## config.mk

```make
export PLATFORM = sky130hd
export DESIGN_NAME = prog_run_ctrl
export DESIGN_NICKNAME = d
export VERILOG_FILES = /design/src/rtl/prog_run_ctrl.sv
export SDC_FILE = /design/constraint.sdc
export NUM_CORES = 1
export LEC_CHECK = 0
export BUFFER_PORTS_ARGS = -buffer_cell sky130_fd_sc_hd__buf_2
export CORE_MARGIN = 1.5
export CORE_UTILIZATION = 46
export DETAILED_ROUTE_END_ITERATION = 16
export PLACE_DENSITY = 0.74
export SETUP_SLACK_MARGIN = 0.3
export SLEW_MARGIN = 20
export SYNTH_ARGS = -nofsm -noshare
export SYNTH_HDL_FRONTEND = slang
export SYNTH_SLANG_ARGS = --single-unit
```

## constraint.sdc

```tcl
create_clock -name clk -period 3 [get_ports clk]
set_clock_uncertainty 0.1 [all_clocks]
set_input_delay 0.45 -clock clk [delete_from_list [all_inputs] [get_ports clk]]
set_output_delay 0.45 -clock clk [all_outputs]
set_load 0.01 [all_outputs]
```

## src/rtl/prog_run_ctrl.sv

```systemverilog
// Run controller for the 16-bit proc and its 2-port RAM: streams a program image into
// RAM port 0, runs proc until a halt pc or a cycle timeout, then streams the RAM image out.
module prog_run_ctrl #(
  parameter int DATA_W     = 16,
  parameter int ADDR_W     = 7,
  parameter int LOAD_WORDS = 128,
  parameter int HALT_PC    = 10,
  parameter int HALT_DELAY = 3,
  parameter int TMO_W      = 26
) (
  input  logic              clk,
  input  logic              reset,
  input  logic              cmd_go,
  input  logic              load_valid,
  input  logic [DATA_W-1:0] load_data,
  output logic              load_ready,
  input  logic [ADDR_W-1:0] pc,
  input  logic              prog_re,
  output logic              proc_rst_n,
  output logic              proc_start,
  output logic              ram_re0,
  output logic              ram_we0,
  output logic [ADDR_W-1:0] ram_addr0,
  output logic [DATA_W-1:0] ram_din0,
  input  logic [DATA_W-1:0] ram_dout0,
  output logic              dump_valid,
  output logic [ADDR_W-1:0] dump_addr,
  output logic [DATA_W-1:0] dump_data,
  input  logic              dump_ready,
  output logic              busy,
  output logic              done,
  output logic              timeout,
  output logic [TMO_W-1:0]  run_cycles
);

  localparam int DLY_W = (HALT_DELAY < 2) ? 1 : $clog2(HALT_DELAY + 1);
  localparam logic [ADDR_W-1:0] LAST_LOAD = ADDR_W'(LOAD_WORDS - 1);
  localparam logic [ADDR_W-1:0] LAST_ADDR = '1;
  localparam logic [ADDR_W-1:0] HALT_ADDR = ADDR_W'(HALT_PC);
  localparam logic [DLY_W-1:0]  DLY_INIT  = DLY_W'(HALT_DELAY);

  typedef enum logic [2:0] {
    S_IDLE,
    S_LOAD,
    S_RUN,
    S_DRAIN,
    S_DUMP_RD,
    S_DUMP_WT,
    S_DONE
  } state_t;

  state_t             state;
  logic [ADDR_W-1:0]  idx;
  logic [DLY_W-1:0]   dly;
  logic [TMO_W-1:0]   run_next;
  logic               halt_hit;
  logic               load_acc;

  assign run_next = run_cycles + 1'b1;
  assign halt_hit = (pc == HALT_ADDR);
  assign load_acc = load_ready & load_valid;

  // Port 0 belongs to proc while it runs, so its mux follows state combinationally.
  always_comb begin
    load_ready = 1'b0;
    proc_rst_n = 1'b0;
    proc_start = 1'b0;
    ram_re0    = 1'b0;
    ram_we0    = 1'b0;
    ram_addr0  = '0;
    ram_din0   = '0;
    busy       = !(state == S_IDLE || state == S_DONE);
    done       = (state == S_DONE);
    case (state)
      S_LOAD: begin
        load_ready = 1'b1;
        ram_we0    = load_valid;
        ram_addr0  = idx;
        ram_din0   = load_data;
      end
      S_RUN, S_DRAIN: begin
        proc_rst_n = 1'b1;
        proc_start = 1'b1;
        ram_re0    = prog_re;
        ram_addr0  = pc;
      end
      S_DUMP_RD: begin
        ram_re0   = 1'b1;
        ram_addr0 = idx;
      end
      S_DUMP_WT: ram_addr0 = idx;
      default: ;
    endcase
  end

  always_ff @(posedge clk) begin
    if (reset) begin
      state      <= S_IDLE;
      idx        <= '0;
      dly        <= '0;
      run_cycles <= '0;
      timeout    <= 1'b0;
      dump_valid <= 1'b0;
      dump_addr  <= '0;
      dump_data  <= '0;
    end else begin
      case (state)
        S_IDLE, S_DONE: begin
          if (cmd_go) begin
            state      <= S_LOAD;
            idx        <= '0;
            timeout    <= 1'b0;
            run_cycles <= '0;
          end
        end
        S_LOAD: begin
          if (load_acc) begin
            idx <= idx + 1'b1;
            if (idx == LAST_LOAD) state <= S_RUN;
          end
        end
        // DRAIN spans exactly HALT_DELAY cycles after the halt/timeout cycle; skipped when 0.
        S_RUN: begin
          run_cycles <= run_next;
          if (halt_hit || run_next == '1) begin
            timeout <= !halt_hit;
            dly     <= DLY_INIT;
            idx     <= '0;
            state   <= (HALT_DELAY == 0) ? S_DUMP_RD : S_DRAIN;
          end
        end
        S_DRAIN: begin
          dly <= dly - 1'b1;
          if (dly == DLY_W'(1)) begin
            state <= S_DUMP_RD;
            idx   <= '0;
          end
        end
        S_DUMP_RD: state <= S_DUMP_WT;
        S_DUMP_WT: begin
          if (!dump_valid) begin
            dump_valid <= 1'b1;
            dump_data  <= ram_dout0;
            dump_addr  <= idx;
          end else if (dump_ready) begin
            dump_valid <= 1'b0;
            if (idx == LAST_ADDR) begin
              state <= S_DONE;
            end else begin
              idx   <= idx + 1'b1;
              state <= S_DUMP_RD;
            end
          end
        end
        default: state <= S_IDLE;
      endcase
    end
  end

endmodule

```

Word level (Yosys, flattened, before mapping)
Cells that the tools add are included.

word-level totals
  flip-flop bits (word level) = 63
  ROM bits = 0
  output and inout bits = 81
  RAM bits = 0
  bits in latches = 0
  memories kept = 0

operators by class
  multiply operators = 0
  mux-type cells = 32
  equality and inequality tests = 18
  div/mod/pow operators = 0
  reduce and logical (&&, ||, !) cells = 17
  $lt $le $gt $ge = 0
  bitwise logic cells = 2
  $add $sub $neg = 3
  shift operators = 0

operators with widths
  operator                                             count
  case mux 26 bit (2 select lines)                     1
  two-way mux 7 bit                                    7
  case mux 7 bit (5 select lines)                      1
  adder 26 x 1 -> 26 bit, second input constant        1
  equality test 26 bit, second input constant          1
  two-way mux 26 bit                                   1
  two-way mux 3 bit                                    7
  case mux 3 bit (6 select lines)                      1
  two-way mux 16 bit                                   1
  inequality test 2 bit, second input constant         8
  case mux 7 bit (2 select lines)                      1
  equality test 3 bit, second input constant           3
  AND reduction 8 bit                                  1
  adder 7 x 1 -> 7 bit, second input constant          1
  equality test 7 x 4 -> 1 bit, second input constant  1
  equality test 7 bit, second input constant           1
  two-way mux 1 bit                                    7
  AND reduction 7 bit                                  1
  equality test 3 x 2 -> 1 bit, second input constant  2
  AND reduction 2 bit                                  3
  nonzero test 5 bit                                   1
  two-way mux 2 bit                                    2
  case mux 1 bit (2 select lines)                      2
  case mux 2 bit (2 select lines)                      1
  12 further kinds                                     16

Logic depth before layout (Yosys ltp)
Gate-level depths: netlist (run 1).

  word-level depth = 5
  depth in mapped cells = 11
  depth with buffers taken out = 9

Worst setup path before layout (run 1)
No wires, ideal clock.

  path kind = register to register
  start = register run_cycles[1]
  end = register dly[0]
  path slack = 0.064 ns
  clock period less this slack = 2.936 ns
  cell stages (with the launch flop) = 11
  data arrival time = 2.766 ns
  library setup time = 0.070 ns
  buffers on the path = 1
  cell sequence = dfxtp_1 -> ha_1 -> nand3_1 -> nor3_1 -> nand3_1 -> xor2_1 -> a211o_1 -> o21ba_1 -> buf_6 -> or3_1 -> a21oi_1

on the way
  word-level cells in the longest chain between the ends = 5

RTL lines
  element                                 line  text
  start, declared                         33    output logic [TMO_W-1:0] run_cycles
  start signal, assigned                  124   run_cycles <= run_next;
  adder 26 x 1 -> 26 bit                  59    assign run_next = run_cycles + 1'b1;
  equality test 26 bit                    125   if (halt_hit || run_next == '1) begin
  logical OR 1 bit                        125
  inequality test 2 bit (no source line)  --
  AND reduction 2 bit (no source line)    --
  end signal, assigned                    133   dly <= dly - 1'b1;
  end, declared                           54    logic [DLY_W-1:0] dly;

No other way between the ends.
A chain may end at the register's enable or synchronous reset.

Final worst setup path (run 1)
  start = register run_cycles[11]
  end = register idx[1]

on the way
  word-level cells in the longest chain between the ends = 5

RTL lines
  element                                 line  text
  adder 26 x 1 -> 26 bit                  59
  equality test 26 bit                    125
  logical OR 1 bit                        125
  inequality test 2 bit (no source line)  --
  AND reduction 8 bit (no source line)    --
  end signal, assigned                    118   idx <= idx + 1'b1;
  end signal, assigned                    150   idx <= idx + 1'b1;
  end, declared                           53    logic [ADDR_W-1:0] idx;

No other way between the ends.

==> results of run 1 <==
-- cells in the mapped netlist, drive strengths merged, types with 3 or more instances --
master / instances
a2111oi: 3
a211oi: 8
a21oi: 57
a22o: 8
a311oi: 9
a31o: 3
a31oi: 6
a41oi: 3
and2: 20
and3: 9
buf: 10
clkbuf: 33
dfxtp: 63
ha: 4
inv: 8
nand2: 85
nand2b: 3
nand3: 14
nand4: 14
nand4b: 6
nor2: 47
nor2b: 3
nor3: 13
nor3b: 3
nor4: 8
o21ai: 28
or3: 7
xor2: 5
-- timing repair --
item / CTS / global route
gates cloned: 0 / 0
gates resized for setup: 22 / 11
buffers inserted: 4 / 9
endpoints found under the setup margin: 10 / 26
pin swaps: 3 / 8
hold endpoints to repair: 0 / 0
-- layout make-up --
cell class,count,share of cell area
flip-flops and latches,63,0.267
inverters,8,0.00611
clock buffers,9,0.0252
multi-input cells,387,0.462
well taps,102,0.0259
repair buffers,162,0.184
clock inverters,7,0.0295
-- metrics by stage --
stage                     worst slack, ns  power [W]  utilization  instance area (µm²)
after floorplan                     0.305   0.000922            -                 3770
after global placement              0.287   0.000981        0.579                 4450
after detailed placement            0.159   0.000984        0.579                 4450
after CTS                           0.300    0.00197        0.626                 4820
after global routing                0.234    0.00202        0.640                 4920
final                               0.351    0.00197        0.640                 4920
-- state kept, by name, indices dropped and copies added (netlist names) --
name	cells
state	3
run_cycles	26
dly	2
timeout	1
idx	7
dump_addr	7
dump_valid	1
dump_data	16
-- report_power, final --
group	total (W)	switching (W)	internal, W
Sequential	0.000831	0.00000478	0.000826
Clock	0.00101	0.000375	0.000639
Combinational	0.000123	0.0000727	0.0000505
Total	0.00197	0.000453	0.00152
-- final timing paths --
check,start,endpoint,slack (ns),cells after the start
setup / recovery,run_cycles[11]$_SDFFE_PP0P_,idx[1]$_SDFFE_PP0P_,0.35,8
hold / removal,ram_dout0[13],dump_data[13]$_SDFFE_PP0P_,0.22,3
setup reg to reg,run_cycles[11]$_SDFFE_PP0P_,idx[1]$_SDFFE_PP0P_,0.35,8
hold reg to reg,dump_data[7]$_SDFFE_PP0P_,dump_data[7]$_SDFFE_PP0P_,0.36,2
-- cells by family (layout without fill, tap and decap cells) --
group	Yosys count	count (layout)	synth area share
AO/OA/AOI/OAI	138	138	0.238
XOR/XNOR	6	6	0.0145
adder cells (fa/ha/maj)	4	4	0.0138
buffers and inverters	51	186	0.0592
flip-flops	63	63	0.347
multiplexers	1	1	0.00275
AND/OR/NAND/NOR	238	238	0.325
-- metal layers --
metal,global-route usage,up-vias,wire length [µm]
met4,0.0936,0,191
met1,0.344,2020,4780
li1,-,2052,-
met5,0,-,0
met2,0.477,171,6040
met3,0.0531,24,834
-- critical path, stage by stage, from the launching register on --
cell,delay [ns]
dfxtp_4,0.38
nand3_4,0.13
or3_4,0.43
nor3_4,0.20
xnor2_1,0.11
or4_4,0.50
o21ba_4,0.24
or3_1,0.39
a21oi_2,0.11
==> flow_metrics.tcl, run 1 <==
set metrics [dict create \
    multi_input_area_um2 2270 \
    clock_path_buffers 2 \
    ioPinCount 126 \
    fmax_mhz 377 \
    fp.dieW_um 91.9 \
    regArea_um2 1320 \
    drt_first_iter_violations 192 \
    crit_fanout 7 \
    vias 4267 \
    final_cell_mix "buf_2 (125), nand2_1 (84), a21oi_1 (56)" \
    hold_buffers 0 \
    routed_wl_um 11900 \
    instances_no_fill 738 \
    synth_edf_count 0 \
    htree_levels 3 \
    cts_tree "yes" \
    drc 0 \
    diodes 0 \
    dp_hpwl_um 7880 \
    ys_top_cells_by_area "dfxtp_1 (35%), nand2_1 (8.7%), a21oi_1 (7.9%)" \
    path_clk_slew_ns 0.08 \
    fp-row-count 32 \
    grt_pass1_wl_um 18900 \
    ys_warn_count 0 \
    required_ns 3.19 \
    initial_core_util 0.473 \
    hold_slack_ns 0.224 \
    slew_headroom 0.482 \
    fillers 666 \
    wire_per_inst_um 16.1 \
    outcome "finished clean" \
    port_buffers 125 \
    root_buffer "clkbuf_8" \
    ys_async_sr_fraction 0 \
    tightest_slew_ns 0.777 \
    grt_pass1_vias 3932 \
    grt_use_total 0.277 \
    numCtsBuffers 9 \
    drtPass1Iterations 7 \
    seq_area_frac_synth 0.347 \
    cts.sinks 63 \
    vdd_drop_max_v 0.000363 \
    syn-instance-count 501 \
    vias_per_cell 5.78 \
    finalHoldViolations 0 \
    finalSetupTns_ns 0 \
    die-area_um2 8440 \
    p_per_area_nw_per_um2 400 \
    synth-seq-cells 63 \
    p_leak_nw 2.08 \
    cp.arrival_ns 2.84 \
    finalCritPeriodShare 0.883 \
    gp_congestion 0.958 \
    start_kind "flip-flop" \
    grt_max_degree 40 \
    endpoint_kind "flip-flop" \
    syn_nets 550 \
    drv_slew 0 \
    dp.cells 709 \
    fin_nets 680 \
    layout-drive-gt1-share 0.347 \
    finalCriticalPeriod_ns 2.65 \
    finalSetupViolCount 0 \
    synth_top_area_share 0.347 \
    insertion_delay_ns 0.35 \
    final_common_cell "buf_2" \
    core_um2 7690 \
    yosys.area.top_type "dfxtp_1" \
    grt_antenna_before_repair 0 \
    syn_area_per_cell_um2 7.25 \
    ant_nets 0 \
    maxCapViolations 0 \
    die_h_um 91.9 \
    crit_type "flip-flop to flip-flop" \
    ys_types 54 \
    synth_area_um2 3630 \
    grt_setup_unrepaired "true" \
    hold_class "input port to flip-flop" \
    overflow 0 \
    ys.flop_type "dfxtp_1" \
    syn2layout_area_growth_pct 35.4 \
]
No activity file was read; power rests on OpenSTA's default activity.
==> inputs of run 2 (changes only) <==
SETUP_SLACK_MARGIN = 0.5   (was 0.3)
==> run 2 against run 1 <==
  * Fmax fell by 2.0%
  * Die area did not move
  * Combinational power barely moved
  * Utilization rose by 1.8 points
  * Total power fell by 9.7%
  * Routed wire length rose by 1.2%
  * Sequential cell count did not move
  * Cell count rose by 1.8%
  * Global-route usage rose by 0.53 points
  * Worst hold slack improved by 0.012 ns
  * Sequential share of layout area fell by 0.62 points
  * Cell area rose by 2.8%
  * Critical path type unchanged
==> flow_metrics.tcl, run 2 (synthesis gave the netlist of run 1 again) <==
set metrics [dict create \
    outcome "finished clean" \
    largestRegisters "run_cycles (26), dump_data (16)" \
    fp-row-count 32 \
    crit_fanout 5 \
    overflow 0 \
    initial_core_util 0.473 \
    crit_type "flip-flop to flip-flop" \
    fillers 663 \
    insertion_delay_ns 0.35 \
    tightest_slew_ns 0.694 \
    fmax_mhz 370 \
    p_per_area_nw_per_um2 351 \
    ant_nets 0 \
    vdd_drop_max_v 0.000347 \
    finalSetupTns_ns 0 \
    grt_pass1_wl_um 19300 \
    layout-drive-gt1-share 0.370 \
    gp_congestion 0.970 \
    vias 4384 \
    path_clk_slew_ns 0.08 \
    root_buffer "clkbuf_8" \
    whs_path_depth 3 \
    final_common_cell "buf_2" \
    fin_nets 693 \
    cts.sinks 63 \
    drtPass1Iterations 5 \
    start_kind "flip-flop" \
    rrSetupSlack_ns 0.30 \
    place_ws_ns 0.130 \
    r2r_start "run_cycles[0]$_SDFFE_PP0P_" \
    ioPinCount 126 \
    ff2ff_path_depth 9 \
    required_ns 3.18 \
    final_cell_mix "buf_2 (125), nand2_1 (84), a21oi_1 (57)" \
    grt_setup_unrepaired "true" \
    final.setup.worst_slack_ns 0.298 \
    maxCapViolations 0 \
    wl_met1_um 4800 \
    finalCriticalPeriod_ns 2.70 \
    numCtsBuffers 9 \
    p_leak_nw 2.14 \
    grt_max_degree 35 \
    largest_reg_flops 26 \
    finalSetupViolCount 0 \
    r2r-end "dly[0]$_SDFFE_PP0P_" \
    endpoint_kind "flip-flop" \
    die_h_um 91.9 \
    htree_levels 3 \
    finalPower_w 0.00178 \
    core_um2 7690 \
    diodes 0 \
    drt_first_iter_violations 305 \
    slew_headroom 0.537 \
    top_layer_used "met4" \
    clock_path_buffers 2 \
    grt_pass1_vias 4067 \
    wl_met3_um 986 \
    largest-register "run_cycles" \
    hold_buffers 0 \
    cp.arrival_ns 2.88 \
    hold_path_end "dump_data[12]$_SDFFE_PP0P_" \
    grt_use_total 0.282 \
    finalCritPeriodShare 0.901 \
    wl_met2_um 5890 \
    routed_wl_um 12000 \
    hold_class "input port to flip-flop" \
    port_buffers 125 \
    min-delay-start "ram_dout0[12]" \
    drc 0 \
    die-area_um2 8440 \
    fp.dieW_um 91.9 \
    syn2layout_area_growth_pct 39.1 \
    dp_hpwl_um 7710 \
    wire_per_inst_um 16.0 \
    vias_per_cell 5.84 \
    drv_slew 0 \
    finalHoldViolations 0 \
    grt_antenna_before_repair 0 \
    cts_tree "yes" \
]
-- run 2: critical path: stages, from the launching register on --
cell	delay [ns]
dfxtp_4	0.40
ha_4	0.17
nand4_1	0.13
nor4_2	0.24
xor2_1	0.25
nand2_1	0.09
or4_4	0.58
o21ba_4	0.24
or3_1	0.31
a21oi_1	0.14
-- run 2: where the power goes --
part	switching, W	internal, W	total, W	leakage [nW]
clock	0.000356	0.000465	0.000821	0.102
combinational	0.0000742	0.0000503	0.000124	1.51
sequential	0.00000489	0.000826	0.000831	0.522
-- run 2: through the flow --
step / instance area (µm²) / instances / utilization / hold WS (ns)
floorplan: 3770 / 501 / - / 0.345
global placement: 4440 / 708 / 0.578 / 0.339
detailed placement: 4440 / 708 / 0.578 / 0.344
CTS: 4920 / 743 / 0.641 / 0.229
global route: 5050 / 751 / 0.658 / 0.220
finish: 5050 / 751 / 0.658 / 0.236
-- run 2: layer usage --
| metal | vias to the layer above | GRT usage |
|---|---|---|
| met5 | - | 0 |
| met4 | 0 | 0.113 |
| met3 | 45 | 0.0721 |
| met2 | 232 | 0.476 |
| met1 | 2030 | 0.341 |
| li1 | 2077 | - |
-- run 2: how the worst max path moves through the flow --
stage	end	cells after the start	slack (ns)	startpoint
after floorplan	dly[0]$_SDFFE_PP0P_	11	0.31	run_cycles[0]$_SDFFE_PP0P_
after global placement	dly[0]$_SDFFE_PP0P_	8	0.26	run_cycles[10]$_SDFFE_PP0P_
after detailed placement	dly[0]$_SDFFE_PP0P_	8	0.13	run_cycles[17]$_SDFFE_PP0P_
after CTS	dly[0]$_SDFFE_PP0P_	9	0.45	run_cycles[0]$_SDFFE_PP0P_
after global routing	idx[5]$_SDFFE_PP0P_	10	0.27	run_cycles[3]$_SDFFE_PP0P_
final	dly[0]$_SDFFE_PP0P_	9	0.30	run_cycles[0]$_SDFFE_PP0P_
-- run 2: layout make-up --
| type | instances | area (µm²) | area share |
|---|---|---|---|
| multi-input cells | 388 | 2350 | 0.465 |
| flip-flops and latches | 63 | 1320 | 0.261 |
| repair buffers | 174 | 1020 | 0.201 |
| clock buffers | 10 | 128 | 0.0252 |
| well taps | 102 | 128 | 0.0252 |
| clock inverters | 6 | 85.1 | 0.0168 |
| inverters | 8 | 30.0 | 0.00594 |
-- run 2: what timing repair did --
item	CTS	global route
gates resized for setup	38	18
pin swaps	7	8
gates cloned	1	0
setup buffers	18	8
endpoints found under the setup margin	27	52
==> inputs of run 3 (changes only) <==
ABC_AREA = 1   (was unset)
GPL_TIMING_DRIVEN = 0   (was unset)
==> run 3 against run 2 <==
  * Area after synthesis rose by 3.5%
  * Sequential cell count is the same
  * Routed wire length decreased by 11%
  * Largest cell class unchanged
  * Worst hold slack worse by 0.017 ns
  * Clock power shrank 15%
  * Largest power group is now combinational logic
  * Critical path type is now flip-flop to output pin
  * Combinational power rose to 10 times the previous value
  * Utilization fell by 5.0 points
==> flow_metrics.tcl, run 3 <==
set metrics [dict create \
    min-delay-start "ram_dout0[9]" \
    fmax_mhz 415 \
    synth-compound-area-share 0.142 \
    r2r_start "run_cycles[2]$_SDFFE_PP0P_" \
    path_delay_family "buffers and inverters" \
    layout-drive-gt1-share 0.263 \
    drtPass1Iterations 5 \
    htree_levels 3 \
    synth-xor-area-share 0.00466 \
    synth_top_family_by_area "simple AND/OR/NAND/NOR gates" \
    grt_antenna_before_repair 0 \
    slew_headroom 0.611 \
    ys_warn_count 0 \
    diodes 0 \
    p_sw_frac 0.430 \
    vias_per_cell 5.04 \
    syn_nets 651 \
    seqPwrFrac 0.344 \
    routed_wl_um 10600 \
    required_ns 2.45 \
    hold_slack_ns 0.219 \
    fp.dieW_um 93.4 \
    drv_slew 0 \
    syn2layout_area_growth_pct 26.1 \
    vias 4263 \
    p_int_w 0.00173 \
    fin_nets 788 \
    overflow 0 \
    seq_area_frac_synth 0.335 \
    cp.arrival_ns 1.86 \
    critPathBufInv 3 \
    largestRegisters "run_cycles (26), dump_data (16)" \
    fp-row-count 32 \
    rrSetupSlack_ns 0.67 \
    vdd_drop_max_v 0.000485 \
    outcome "finished clean" \
    endpoint_kind "output pin" \
    hold_class "input port to flip-flop" \
    grt_use_total 0.254 \
    crit_slowest_cell "dfxtp_1" \
    clock_path_buffers 2 \
    synth_area_um2 3760 \
    core_um2 7810 \
    crit_type "flip-flop to output pin" \
    combPwrFrac 0.426 \
    synth_edf_count 0 \
    finalCritPeriodShare 0.804 \
    start_kind "flip-flop" \
    grt_setup_unrepaired "true" \
    drc 0 \
    dp_hpwl_um 8040 \
    drt_first_iter_violations 241 \
    finalSetupTns_ns 0 \
    port_buffers 125 \
    synth_top_area_share 0.335 \
    finalCriticalPeriod_ns 2.41 \
    ys_types 36 \
    maxCapViolations 0 \
    ioPinCount 126 \
    finalHoldViolations 0 \
    wire_per_inst_um 12.6 \
    final_cell_mix "nand2_1 (143), buf_2 (126), nor2_1 (106)" \
    p_sw_w 0.00131 \
    grt_pass1_vias 4054 \
    syn_area_per_cell_um2 6.25 \
    synthTopCellsByCount "nand2_1 (143), nor2_1 (108), inv_1 (77)" \
    ys_async_sr_fraction 0 \
    final_common_cell "nand2_1" \
    numCtsBuffers 9 \
    p_per_area_nw_per_um2 640 \
    finalSetupViolCount 0 \
    clkPwrFrac 0.229 \
    p_leak_nw 2.28 \
    initial_core_util 0.482 \
    hold_buffers 0 \
    synthAdderAreaFrac 0.0133 \
    ys.flop_type "dfxtp_1" \
    ant_nets 0 \
    insertion_delay_ns 0.34 \
    grt_pass1_wl_um 17900 \
    yosys.area.top_type "dfxtp_1" \
    worstSetupStartpoint "state[1]$_SDFFE_PP0P_" \
    crit_fanout 10 \
    synth-seq-cells 63 \
    cts_tree "yes" \
    path_cells "inv_2 > nor2_2 > inv_1 > o22ai_1 > buf_2" \
    synth-simple-area-share 0.397 \
    synthMostInstantiatedCell "nand2_1" \
    tightest_slew_ns 0.584 \
    largest_reg_flops 26 \
    path_clk_slew_ns 0.08 \
    slowest_delay_ns 0.44 \
    root_buffer "clkbuf_8" \
    gp_congestion 0.889 \
    largest-register "run_cycles" \
    syn-instance-count 602 \
    ys_top_cells_by_area "dfxtp_1 (34%), nand2_1 (14%), nor2_1 (11%)" \
    die_h_um 93.4 \
    grt_max_degree 13 \
    cts.sinks 63 \
    die-area_um2 8720 \
    muxShareOfSynthArea 0 \
]
[run 3: cell type report]
class	count	area, µm²
inverter	87	327
clock inverter	6	45.0
multi-input combinational	435	2120
clock buffer	10	138
fill	762	3070
tap	102	128
timing repair buffer	126	633
buffer	17	81.3
sequential	63	1270
[run 3: tightest hold or removal path: cells and delay by family]
family	cells	cell delay, ns
buffers and inverters	1	0.07
AND/OR/NAND/NOR	2	0.11
[run 3: path summary, 6_finish.rpt]
check                                   end  depth (start not counted)
setup / recovery               ram_addr0[5]                          5
hold / removal    dump_data[9]$_SDFFE_PP0P_                          3
setup reg to reg        idx[3]$_SDFFE_PP0P_                         16
hold reg to reg        timeout$_SDFFE_PP0P_                          2
[run 3: logic make-up after synthesis]
| kind of cell | count (synthesis) |
|---|---|
| adder cells (fa/ha/maj) | 4 |
| AND/OR/NAND/NOR | 337 |
| AO/OA/AOI/OAI | 92 |
| flip-flops | 63 |
| XOR/XNOR | 2 |
| buffers and inverters | 104 |
[run 3: through the flow]
stage	util	total power, W	cells	setup slack [ns]	area, µm²
after floorplan	-	0.00192	602	0.789	3760
after global placement	0.578	0.00230	829	0.491	4510
after detailed placement	0.578	0.00233	829	0.440	4510
after CTS	0.603	0.00303	845	0.554	4700
after global routing	0.607	0.00326	846	0.471	4740
final	0.607	0.00304	846	0.589	4740
[run 3: power groups by stage]
| stage | clock network [W] | registers, W | logic [W] |
|---|---|---|---|
| 2_1_floorplan | 0 | 0.00107 | 0.000846 |
| 3_3_place_gp | 0 | 0.00105 | 0.00125 |
| 3_5_place_dp | 0 | 0.00106 | 0.00127 |
| 4_1_cts | 0.000705 | 0.00104 | 0.00128 |
| 5_1_grt | 0.000743 | 0.00106 | 0.00145 |
| 6_report | 0.000697 | 0.00105 | 0.00129 |
[run 3: repair_timing]
action                     4_1_cts  5_1_grt
pin swaps                        0        1
setup endpoints to repair       18       24
buffers inserted                 0        1
gates cloned                     0        0
gates resized for setup          3        8
[run 3: per-layer routing]
| layer | up-vias | global-route usage | wire, µm |
|---|---|---|---|
| met3 | 15 | 0.0659 | 818 |
| met2 | 143 | 0.437 | 5180 |
| met1 | 1917 | 0.306 | 4510 |
| met5 | - | 0 | 0 |
| met4 | 0 | 0.0808 | 145 |
| li1 | 2188 | - | - |
